**src/rtl/ssd_pkg.sv**
```systemverilog
// Shared definitions for the seven/fourteen-segment scan engine:
// anode-off level, slot state encoding and counter-width helper.
package ssd_pkg;

  localparam logic ANODE_OFF = 1'b1;

  typedef enum logic [1:0] {
    ST_BLANK = 2'd0,
    ST_ON    = 2'd1,
    ST_OFF   = 2'd2
  } slot_state_e;

  function automatic int clog2_min1(input int value);
    if (value <= 2) begin
      return 1;
    end else begin
      return $clog2(value);
    end
  endfunction

endpackage

```
**src/rtl/ssd_scan_engine_if.sv**
```systemverilog
// Value/control bus between digit logic (master) and the scan engine (slave).
interface ssd_scan_engine_if
  import ssd_pkg::*;
#(
  parameter int NUM_DIGITS = 4,
  parameter int DATA_W     = 4,
  parameter int DUTY_W     = 4
);
  localparam int IDX_W = clog2_min1(NUM_DIGITS);

  logic [NUM_DIGITS*DATA_W-1:0] digits_in;
  logic                         load;
  logic [NUM_DIGITS-1:0]        digit_en;
  logic [DUTY_W-1:0]            brightness;
  logic [NUM_DIGITS-1:0]        ssd_ctl;
  logic [DATA_W-1:0]            ssd_in;
  logic [IDX_W-1:0]             digit_idx;
  logic                         frame_done;

  modport master (
    output digits_in, load, digit_en, brightness,
    input  ssd_ctl, ssd_in, digit_idx, frame_done
  );

  modport slave (
    input  digits_in, load, digit_en, brightness,
    output ssd_ctl, ssd_in, digit_idx, frame_done
  );
endinterface

```
**src/rtl/ssd_slot_timer.sv**
```systemverilog
// Prescale counter for one digit slot; exposes the upcoming slot cycle so the
// top level can register its outputs one cycle ahead.
module ssd_slot_timer
  import ssd_pkg::*;
#(
  parameter int PRESCALE = 100000,
  parameter int CNT_W    = clog2_min1(PRESCALE)
) (
  input  logic             clk,
  input  logic             rst_n,
  output logic             slot_start,
  output logic             slot_last,
  output logic [CNT_W-1:0] cycle_next
);
  logic [CNT_W-1:0] cnt_r;

  assign slot_start = (cnt_r == {CNT_W{1'b0}});
  assign slot_last  = (cnt_r == CNT_W'(PRESCALE - 1));

  // wrap at the end of the slot
  always_comb begin
    cycle_next = cnt_r + CNT_W'(32'd1);
    if (slot_last) begin
      cycle_next = {CNT_W{1'b0}};
    end else begin
      cycle_next = cnt_r + CNT_W'(32'd1);
    end
  end

  // slot cycle register
  always_ff @(posedge clk) begin
    if (!rst_n) begin
      cnt_r <= {CNT_W{1'b0}};
    end else begin
      cnt_r <= cycle_next;
    end
  end
endmodule

```
**src/rtl/ssd_scan_engine.sv**
```systemverilog
// Time-multiplexed digit scanner: slot FSM with dead-time and PWM on-time,
// double-buffered frame data swapped only at the frame boundary.
module ssd_scan_engine
  import ssd_pkg::*;
#(
  parameter int NUM_DIGITS   = 4,
  parameter int DATA_W       = 4,
  parameter int PRESCALE     = 100000,
  parameter int BLANK_CYCLES = 8,
  parameter int DUTY_W       = 4
) (
  input  logic              clk,
  input  logic              rst_n,
  ssd_scan_engine_if.slave  bus
);
  localparam int IDX_W = clog2_min1(NUM_DIGITS);
  localparam int CNT_W = clog2_min1(PRESCALE);
  localparam int STEP  = (PRESCALE - BLANK_CYCLES) >> DUTY_W;
  localparam logic [IDX_W-1:0]      LAST_IDX = IDX_W'(NUM_DIGITS - 1);
  localparam logic [NUM_DIGITS-1:0] ALL_OFF  = {NUM_DIGITS{ANODE_OFF}};
  localparam int FW = NUM_DIGITS * DATA_W;

  logic              slot_start, slot_last, boundary;
  logic [CNT_W-1:0]  cycle_next;
  logic [IDX_W-1:0]  idx_r, idx_next;
  logic [FW-1:0]     active_r, active_next, pending_r;
  logic              pend_r;
  logic [DUTY_W-1:0] bright_r, bright_sel;
  logic [31:0]       on_end, cyc_ext;
  logic              in_blank, in_on;
  slot_state_e       state_r, state_next;
  logic [NUM_DIGITS-1:0] ctl_r, ctl_next;
  logic [DATA_W-1:0] ssd_in_r;
  logic              frame_done_r;

  ssd_slot_timer #(.PRESCALE(PRESCALE), .CNT_W(CNT_W)) u_timer (
    .clk        (clk),
    .rst_n      (rst_n),
    .slot_start (slot_start),
    .slot_last  (slot_last),
    .cycle_next (cycle_next)
  );

  assign boundary = slot_last && (idx_r == {IDX_W{1'b0}});

  // scan order runs downward and wraps to the top digit
  always_comb begin
    idx_next = idx_r;
    if (slot_last) begin
      if (idx_r == {IDX_W{1'b0}}) begin
        idx_next = LAST_IDX;
      end else begin
        idx_next = idx_r - IDX_W'(32'd1);
      end
    end else begin
      idx_next = idx_r;
    end
  end

  // a load on the boundary cycle wins over any pending frame
  always_comb begin
    active_next = active_r;
    if (boundary) begin
      if (bus.load) begin
        active_next = bus.digits_in;
      end else if (pend_r) begin
        active_next = pending_r;
      end else begin
        active_next = active_r;
      end
    end else begin
      active_next = active_r;
    end
  end

  // brightness is live only on slot cycle 0, then held for the slot
  always_comb begin
    bright_sel = slot_start ? bus.brightness : bright_r;
    on_end     = 32'(BLANK_CYCLES) + (32'(bright_sel) + 32'd1) * 32'(STEP);
    cyc_ext    = 32'(cycle_next);
    in_blank   = (cyc_ext < 32'(BLANK_CYCLES));
    in_on      = (cyc_ext < on_end) && bus.digit_en[idx_next];
  end

  // next-state logic of the slot FSM
  always_comb begin
    state_next = ST_BLANK;
    case (state_r)
      ST_BLANK: state_next = in_blank ? ST_BLANK : (in_on ? ST_ON : ST_OFF);
      ST_ON:    state_next = in_blank ? ST_BLANK : (in_on ? ST_ON : ST_OFF);
      ST_OFF:   state_next = in_blank ? ST_BLANK : (in_on ? ST_ON : ST_OFF);
      default:  state_next = ST_BLANK;
    endcase
  end

  // anode decode of the next state
  always_comb begin
    ctl_next = ALL_OFF;
    case (state_next)
      ST_ON:    ctl_next[idx_next] = 1'b0;
      ST_BLANK: ctl_next = ALL_OFF;
      ST_OFF:   ctl_next = ALL_OFF;
      default:  ctl_next = ALL_OFF;
    endcase
  end

  // state, output and frame-buffer registers
  always_ff @(posedge clk) begin
    if (!rst_n) begin
      state_r      <= ST_BLANK;
      ctl_r        <= ALL_OFF;
      ssd_in_r     <= {DATA_W{1'b0}};
      idx_r        <= LAST_IDX;
      frame_done_r <= 1'b0;
      active_r     <= {FW{1'b0}};
      pending_r    <= {FW{1'b0}};
      pend_r       <= 1'b0;
      bright_r     <= {DUTY_W{1'b0}};
    end else begin
      state_r      <= state_next;
      ctl_r        <= ctl_next;
      ssd_in_r     <= active_next[idx_next*DATA_W +: DATA_W];
      idx_r        <= idx_next;
      frame_done_r <= boundary;
      active_r     <= active_next;
      if (slot_start) begin
        bright_r <= bus.brightness;
      end
      if (boundary) begin
        pend_r <= 1'b0;
      end else if (bus.load) begin
        pending_r <= bus.digits_in;
        pend_r    <= 1'b1;
      end
    end
  end

  assign bus.ssd_ctl    = ctl_r;
  assign bus.ssd_in     = ssd_in_r;
  assign bus.digit_idx  = idx_r;
  assign bus.frame_done = frame_done_r;
endmodule

```
**src/flat_wrapper.sv**
```systemverilog
// flat-port wrapper written by rule: the top's interface ports become plain ports
module ssd_scan_engine_flat import ssd_pkg::*;
#(
  parameter int NUM_DIGITS   = 4,
  parameter int DATA_W       = 4,
  parameter int PRESCALE     = 100000,
  parameter int BLANK_CYCLES = 8,
  parameter int DUTY_W       = 4
)
  (clk, rst_n, bus_digits_in, bus_load, bus_digit_en, bus_brightness, bus_ssd_ctl, bus_ssd_in, bus_digit_idx, bus_frame_done);
  ssd_scan_engine_if #(.NUM_DIGITS(NUM_DIGITS), .DATA_W(DATA_W), .DUTY_W(DUTY_W)) bus_i ();
  input  logic clk;
  input  logic rst_n;
  input wire logic [$bits(bus_i.digits_in)-1:0] bus_digits_in;
  input wire logic [$bits(bus_i.load)-1:0] bus_load;
  input wire logic [$bits(bus_i.digit_en)-1:0] bus_digit_en;
  input wire logic [$bits(bus_i.brightness)-1:0] bus_brightness;
  output wire logic [$bits(bus_i.ssd_ctl)-1:0] bus_ssd_ctl;
  output wire logic [$bits(bus_i.ssd_in)-1:0] bus_ssd_in;
  output wire logic [$bits(bus_i.digit_idx)-1:0] bus_digit_idx;
  output wire logic [$bits(bus_i.frame_done)-1:0] bus_frame_done;
  assign bus_i.digits_in = bus_digits_in;
  assign bus_i.load = bus_load;
  assign bus_i.digit_en = bus_digit_en;
  assign bus_i.brightness = bus_brightness;
  assign bus_ssd_ctl = bus_i.ssd_ctl;
  assign bus_ssd_in = bus_i.ssd_in;
  assign bus_digit_idx = bus_i.digit_idx;
  assign bus_frame_done = bus_i.frame_done;
  ssd_scan_engine #(.NUM_DIGITS(NUM_DIGITS), .DATA_W(DATA_W), .PRESCALE(PRESCALE), .BLANK_CYCLES(BLANK_CYCLES), .DUTY_W(DUTY_W)) u_core (.clk(clk), .rst_n(rst_n), .bus(bus_i));
endmodule
```
**config.mk**
```make
export PLATFORM = sky130hd
export DESIGN_NAME = ssd_scan_engine_flat
export DESIGN_NICKNAME = d
export VERILOG_FILES = /design/src/rtl/ssd_pkg.sv /design/src/rtl/ssd_scan_engine_if.sv /design/src/rtl/ssd_slot_timer.sv /design/src/rtl/ssd_scan_engine.sv /design/src/flat_wrapper.sv
export SDC_FILE = /design/constraint.sdc
export NUM_CORES = 1
export LEC_CHECK = 0
export BUFFER_PORTS_ARGS = -buffer_cell sky130_fd_sc_hd__buf_2
export CORE_MARGIN = 2
export CORE_UTILIZATION = 36
export DETAILED_ROUTE_END_ITERATION = 16
export GPL_TIMING_DRIVEN = 0
export PLACE_DENSITY = 0.61
export SLEW_MARGIN = 20
export SYNTH_ARGS = -nofsm -noshare
export SYNTH_HDL_FRONTEND = slang
export SYNTH_SLANG_ARGS = --single-unit
export TNS_END_PERCENT = 50
```
**constraint.sdc**
```tcl
create_clock -name clk -period 15.31 [get_ports clk]
set_input_delay 2.2965 -clock clk [delete_from_list [all_inputs] [get_ports clk]]
set_output_delay 2.2965 -clock clk [all_outputs]
set_load 0.02 [all_outputs]
```
; After elaboration in Yosys (flattened, before gate mapping)
; Cells that the tools add are included.
[word_totals]
output_inout_bits = 11
word_cells = 51
input_bits = 27
register_bits = 67
[classes]
n_shift = 1
mux = 14
n_addsub = 4
bitwise = 3
n_mul = 1
eq_ne = 4
order_cmp = 4
reduce_logical = 10
[ops]
columns = op, n
row1 = $mux W16, 3
row2 = $add A4 B32 Y32 const A, 1
row3 = $lt A17 B32 Y1, 1
row4 = $mul A32 B13 Y32 const B, 1
row5 = $add A17 B1 Y17 const B, 1
row6 = $eq A17 B17 Y1 const B, 1
row7 = $logic_not A17 Y1, 1
row8 = $lt A17 B4 Y1 const B, 1
row9 = $mux W17, 1
row10 = $shiftx A16 B5 Y4, 1
row11 = $mux W2, 5
row12 = $add A4 B1 Y5 const B, 1
row13 = $eq A2 B1 Y1 const B, 2
row14 = $logic_not A2 Y1, 2
row15 = $mux W4, 1
row16 = $not A4 Y4, 1
row17 = $reduce_and A2 Y1, 2
row18 = $logic_and A1 B1 Y1, 3
row19 = $lt A2 B3 Y1 const B, 1
row20 = $reduce_or A3 Y1, 1
row21 = $bmux W1 S2, 1
row22 = $demux W1 S2, 1
row23 = $eq A2 B2 Y1 const B, 1
row24 = $ge A2 B1 Y1 const B, 1
row25 = 4 further kinds, 6

; Longest topological paths before layout
[logic_depth]
depth_word = 12
ltp_mapped = 28
depth_no_buf = 28

; Modules after synthesis
; From an unflattened synthesis, not the netlist that was laid out.
[unflattened]
hier_cells = 518
area_unflattened_um2 = 4361.7
[by_module_without_submodules]
columns = module, area_each_um2, cells_per_inst, seq_area_each_um2, n_inst
row1 = ssd_scan_engine, 3433.3, 412, 1001.0, 1
row2 = ssd_slot_timer, 928.4, 106, 340.3, 1

; Worst setup path before layout
; OpenSTA, ideal clock, no wires.
[synth_timing]
kind = input port to flip-flop
from = input bus_brightness[0]
to = register u_core.ctl_r[0] (netlist: u_core.bus.ssd_ctl[0])
arrival_time_ns = 6.864
path_slack_ns = 8.300
required_ns = 15.164
setup_time_ns = 0.146
stages = 22
path_buffers = 0
path_cell_list = mux2_2 > inv_1 > or3_1 > xor2_1 > inv_1 > fa_1 > inv_1 > ha_1 > ha_1 > fa_1 > a21o_1 > a21oi_1 > o311a_1 > xor2_1 > ha_1 > a211oi_1 > o21ai_0 > a22oi_1 > o2111ai_1 > o221a_2 > a2bb2oi_2 > nand4b_1
[synth_via]
elab_chain_len = 11
[synth_rtl]
columns = element, line_no
row1 = from (decl), flat_wrapper.sv:17  ; input wire logic [$bits(bus_i.brightness)-1:0] bus_brightness;
row2 = $mux W4, --
row3 = $add A4 B1 Y5, ssd_scan_engine.sv:79  ; on_end = 32'(BLANK_CYCLES) + (32'(bright_sel) + 32'd1) * 32'(STEP);
row4 = $mul A32 B13 Y32, ssd_scan_engine.sv:79
row5 = $add A4 B32 Y32, ssd_scan_engine.sv:79
row6 = $lt A17 B32 Y1, ssd_scan_engine.sv:82  ; in_on = (cyc_ext < on_end) && bus.digit_en[idx_next];
row7 = $logic_and A1 B1 Y1, ssd_scan_engine.sv:82
row8 = $mux W2 (2 in series), "ssd_scan_engine.sv:89, ssd_scan_engine.sv:90, ssd_scan_engine.sv:91"
row9 = $mux W2, --
row10 = $eq A2 B1 Y1, ssd_scan_engine.sv:99  ; case (state_next)
row11 = $reduce_and A2 Y1 (no source line), --
row12 = to (signal assigned), ssd_scan_engine.sv:121  ; ctl_r <= ctl_next;
row13 = to (decl), ssd_scan_engine.sv:32  ; logic [NUM_DIGITS-1:0] ctl_r, ctl_next;
; No other way between the ends.
; A chain may end at the register's enable or synchronous reset.

; Worst setup path in the final report
[layout_timing]
from = input bus_brightness[0]
to = register u_core.ctl_r[0] (netlist: u_core.bus.ssd_ctl[0])
[layout_via]
elab_chain_len = 11
[layout_rtl]
columns = element, line_no
row1 = $mux W4, --
row2 = via u_core.bright_sel[0], ssd_scan_engine.sv:28  ; logic [DUTY_W-1:0] bright_r, bright_sel;
row3 = $add A4 B1 Y5, ssd_scan_engine.sv:79
row4 = $mul A32 B13 Y32, ssd_scan_engine.sv:79
row5 = $add A4 B32 Y32, ssd_scan_engine.sv:79
row6 = $lt A17 B32 Y1, ssd_scan_engine.sv:82
row7 = $logic_and A1 B1 Y1, ssd_scan_engine.sv:82
row8 = $mux W2 (2 in series), "ssd_scan_engine.sv:89, ssd_scan_engine.sv:90, ssd_scan_engine.sv:91"
row9 = $mux W2, --
row10 = $eq A2 B1 Y1, ssd_scan_engine.sv:99
row11 = $reduce_and A2 Y1 (no source line), --
; The timed path passes the listed nets, and every way through them passes these cells.

==> metrics <==
status completed; final core area utilization 42.3%; Placement Setup Slack 7.49 ns; Max-Cap Viols 0; Fill cells 1,304; Avg Vias per Cell 5.47; # setup viols final 0; FFs w/ async S/R, synth 0%; global route overflow 0; P&R area growth vs syn 16.1%; setup bufs post-CTS 0; Core Region 12,500 µm²; first-pass GRT wire length 19.2 mm; share of cells above drive strength 1 13.4%; Synth area leader dfxtp_1; CP required 15.49 ns; Final #Nets 651; min Tclk post-route 7.49 ns; GRT Overall Usage 18.1%; top cells by area, synth dfxtp_1 (29%), ha_1 (14%), and2_1 (4.2%), nand2_1 (4.0%), a22oi_1 (3.9%); Worst EP arrival 7.67 ns; most frequent cell after synthesis dfxtp_1; Top FF cell, synth dfxtp_1; DRT iter0 DRCs 387; footprint of the multi-input gates 3010 µm²; post-DP HPWL 9.14 mm; slew margin rel. 51.0%; Hold Crit Start u_core.pending_r[2]; hold-fix buffer count after cts 0; DIE AREA 13,600 µm²; CTS clk-pin slew, worst paths 0.06 ns; Setup WS post-layout 7.82 ns; vias in the first global route 3,945; maximum VDD drop 51.9 µV; Core Rows 41; setup_tns 0 ns; Worst Setup SP bus_brightness[0]; critical path type primary input to register; pin count of the biggest net entering global routing 14; EDFF count, synth 0; PD cells 110 nW/µm²; CTS resizes 0; RePlAce Congestion 0.905; Final Hold Vio Count 0; total leakage power 0.00232 µW; Die H 117 µm; Remaining DRCs 0; fin. max-slew vios 0; unrepaired setup endpoints after global routing no; CP endpoint kind register; Worst setup SP type primary input; TritonRoute pass-1 iters 5; sequential share of the synthesized area 29.4%; reg2reg start u_core.u_timer.cnt_r[8]; Syn Area/Cell 8.73 µm²; clock skew 0.0108 ns; CTS Root Cell clkbuf_16; setup slack, reg-to-reg 8.17 ns; Register Area 1340 µm²; htree depth 3; WHS 0.468 ns; number of port buffers 37; ant diodes 0; Final Power 584 µW; overall routed net length 12.1 mm; Crit Path Max Fanout 6; Horiz. Die Dim 117 µm; post-route ant nets 0; top cells by count, synth dfxtp_1 (67), ha_1 (50), nand2_1 (49); Num CTS Buffers 9; Worst Hold Class register to register; Worst-Skew Late Latency 0.34 ns; Post-Synthesis Cells 523; final worst path period share 48.9%; WL/cell 16.1 µm; area share of the largest cell type after synthesis 29.4%; Synth Warn # 0; Yosys reg bits 67; initial core utilization 36.5%; Synth Cell Area 4570 µm²; Worst Max-Slew Pin Slew 0.735 ns; DR vias 4,089; Fmax achieved 134 MHz; clk buf depth 2; Netlist cell types 65; initial antenna violation count 0; CTS Sinks 67; Ports 38; syn_nets 603; TritonCTS clock tree done
## per-stage QoR
stage / std cells / area [µm²]
global placement: 732 / 4970
detailed placement: 732 / 4970
CTS: 748 / 5300
finish: 748 / 5300
global route: 748 / 5300
floorplan: 523 / 4570
## area by class of cell
| class | instances | share of cell area, % |
|---|---|---|
| timing repair buffer | 37 | 3.49 |
| inverter | 22 | 1.56 |
| buffer | 28 | 2.41 |
| clock inverter | 6 | 1.79 |
| sequential | 67 | 25.3 |
| multi-input combinational | 406 | 56.9 |
| tap | 172 | 4.06 |
| clock buffer | 10 | 4.51 |
## worst paths after layout
kind	endpoint	cells after the start
max	u_core.bus.ssd_ctl[0]	23
min	u_core.pending_r[2]	2
max reg2reg	u_core.bus.ssd_ctl[0]	25
min reg2reg	u_core.pending_r[2]	2
## sequential cells by signal, indices dropped and copies added, names as in the netlist, 2 cells and up
signal,cells
u_core.bus.ssd_in,4
u_core.active_r,16
u_core.bright_r,4
u_core.bus.ssd_ctl,4
u_core.state_r,2
u_core.pending_r,16
u_core.bus.digit_idx,2
u_core.u_timer.cnt_r,17
## layer usage
metal / up-vias / GRT usage (%) / wire, µm
met5: - / 0 / 0
met4: 0 / 6.75 / 297
met3: 30 / 3.06 / 561
met2: 137 / 31.3 / 5900
met1: 1922 / 22.7 / 5320
li1: 2000 / - / -
## critical path, stage by stage
cell and delay, ns:
buf_2 0.08, mux2_2 0.21, inv_1 0.14, or3_1 0.43, xor2_1 0.36, inv_1 0.12
fa_1 0.52, inv_1 0.04, ha_1 0.18, ha_1 0.22, fa_1 0.42, a21o_1 0.20
a21oi_1 0.28, o311a_1 0.31, xor2_1 0.21, ha_1 0.28, a211oi_1 0.20, o21ai_0 0.13
a22oi_1 0.23, o2111ai_1 0.14, o221a_2 0.28, a2bb2oi_2 0.26, nand4b_1 0.14
## cells by family (layout without fill, tap and decap cells)
family,Yosys count,in the layout,share of synthesized area [%]
buf+inv,50,103,4.60
compound gates,121,121,20.4
simple gates,197,197,23.7
flops,67,67,29.4
mux,5,5,1.12
fa+ha+maj,53,53,15.0
xor+xnor,30,30,5.75
## report_power, final
group          total (µW)  internal [µW]  switching [µW]
registers             181            179            2.25
clock network         234            149            85.5
logic                 169           71.1            97.6
## cell usage in the layout (no fill, tap or decap), drive strengths merged, types with 16 or more instances in the layout
cell / n
ha: 50
dfxtp: 67
a21boi: 21
o21ai: 16
clkbuf: 31
and2: 31
nand3: 31
inv: 24
nor2: 30
xor2: 16
a22oi: 24
buf: 44
nand2: 49
(Power assumes the default switching activity.)
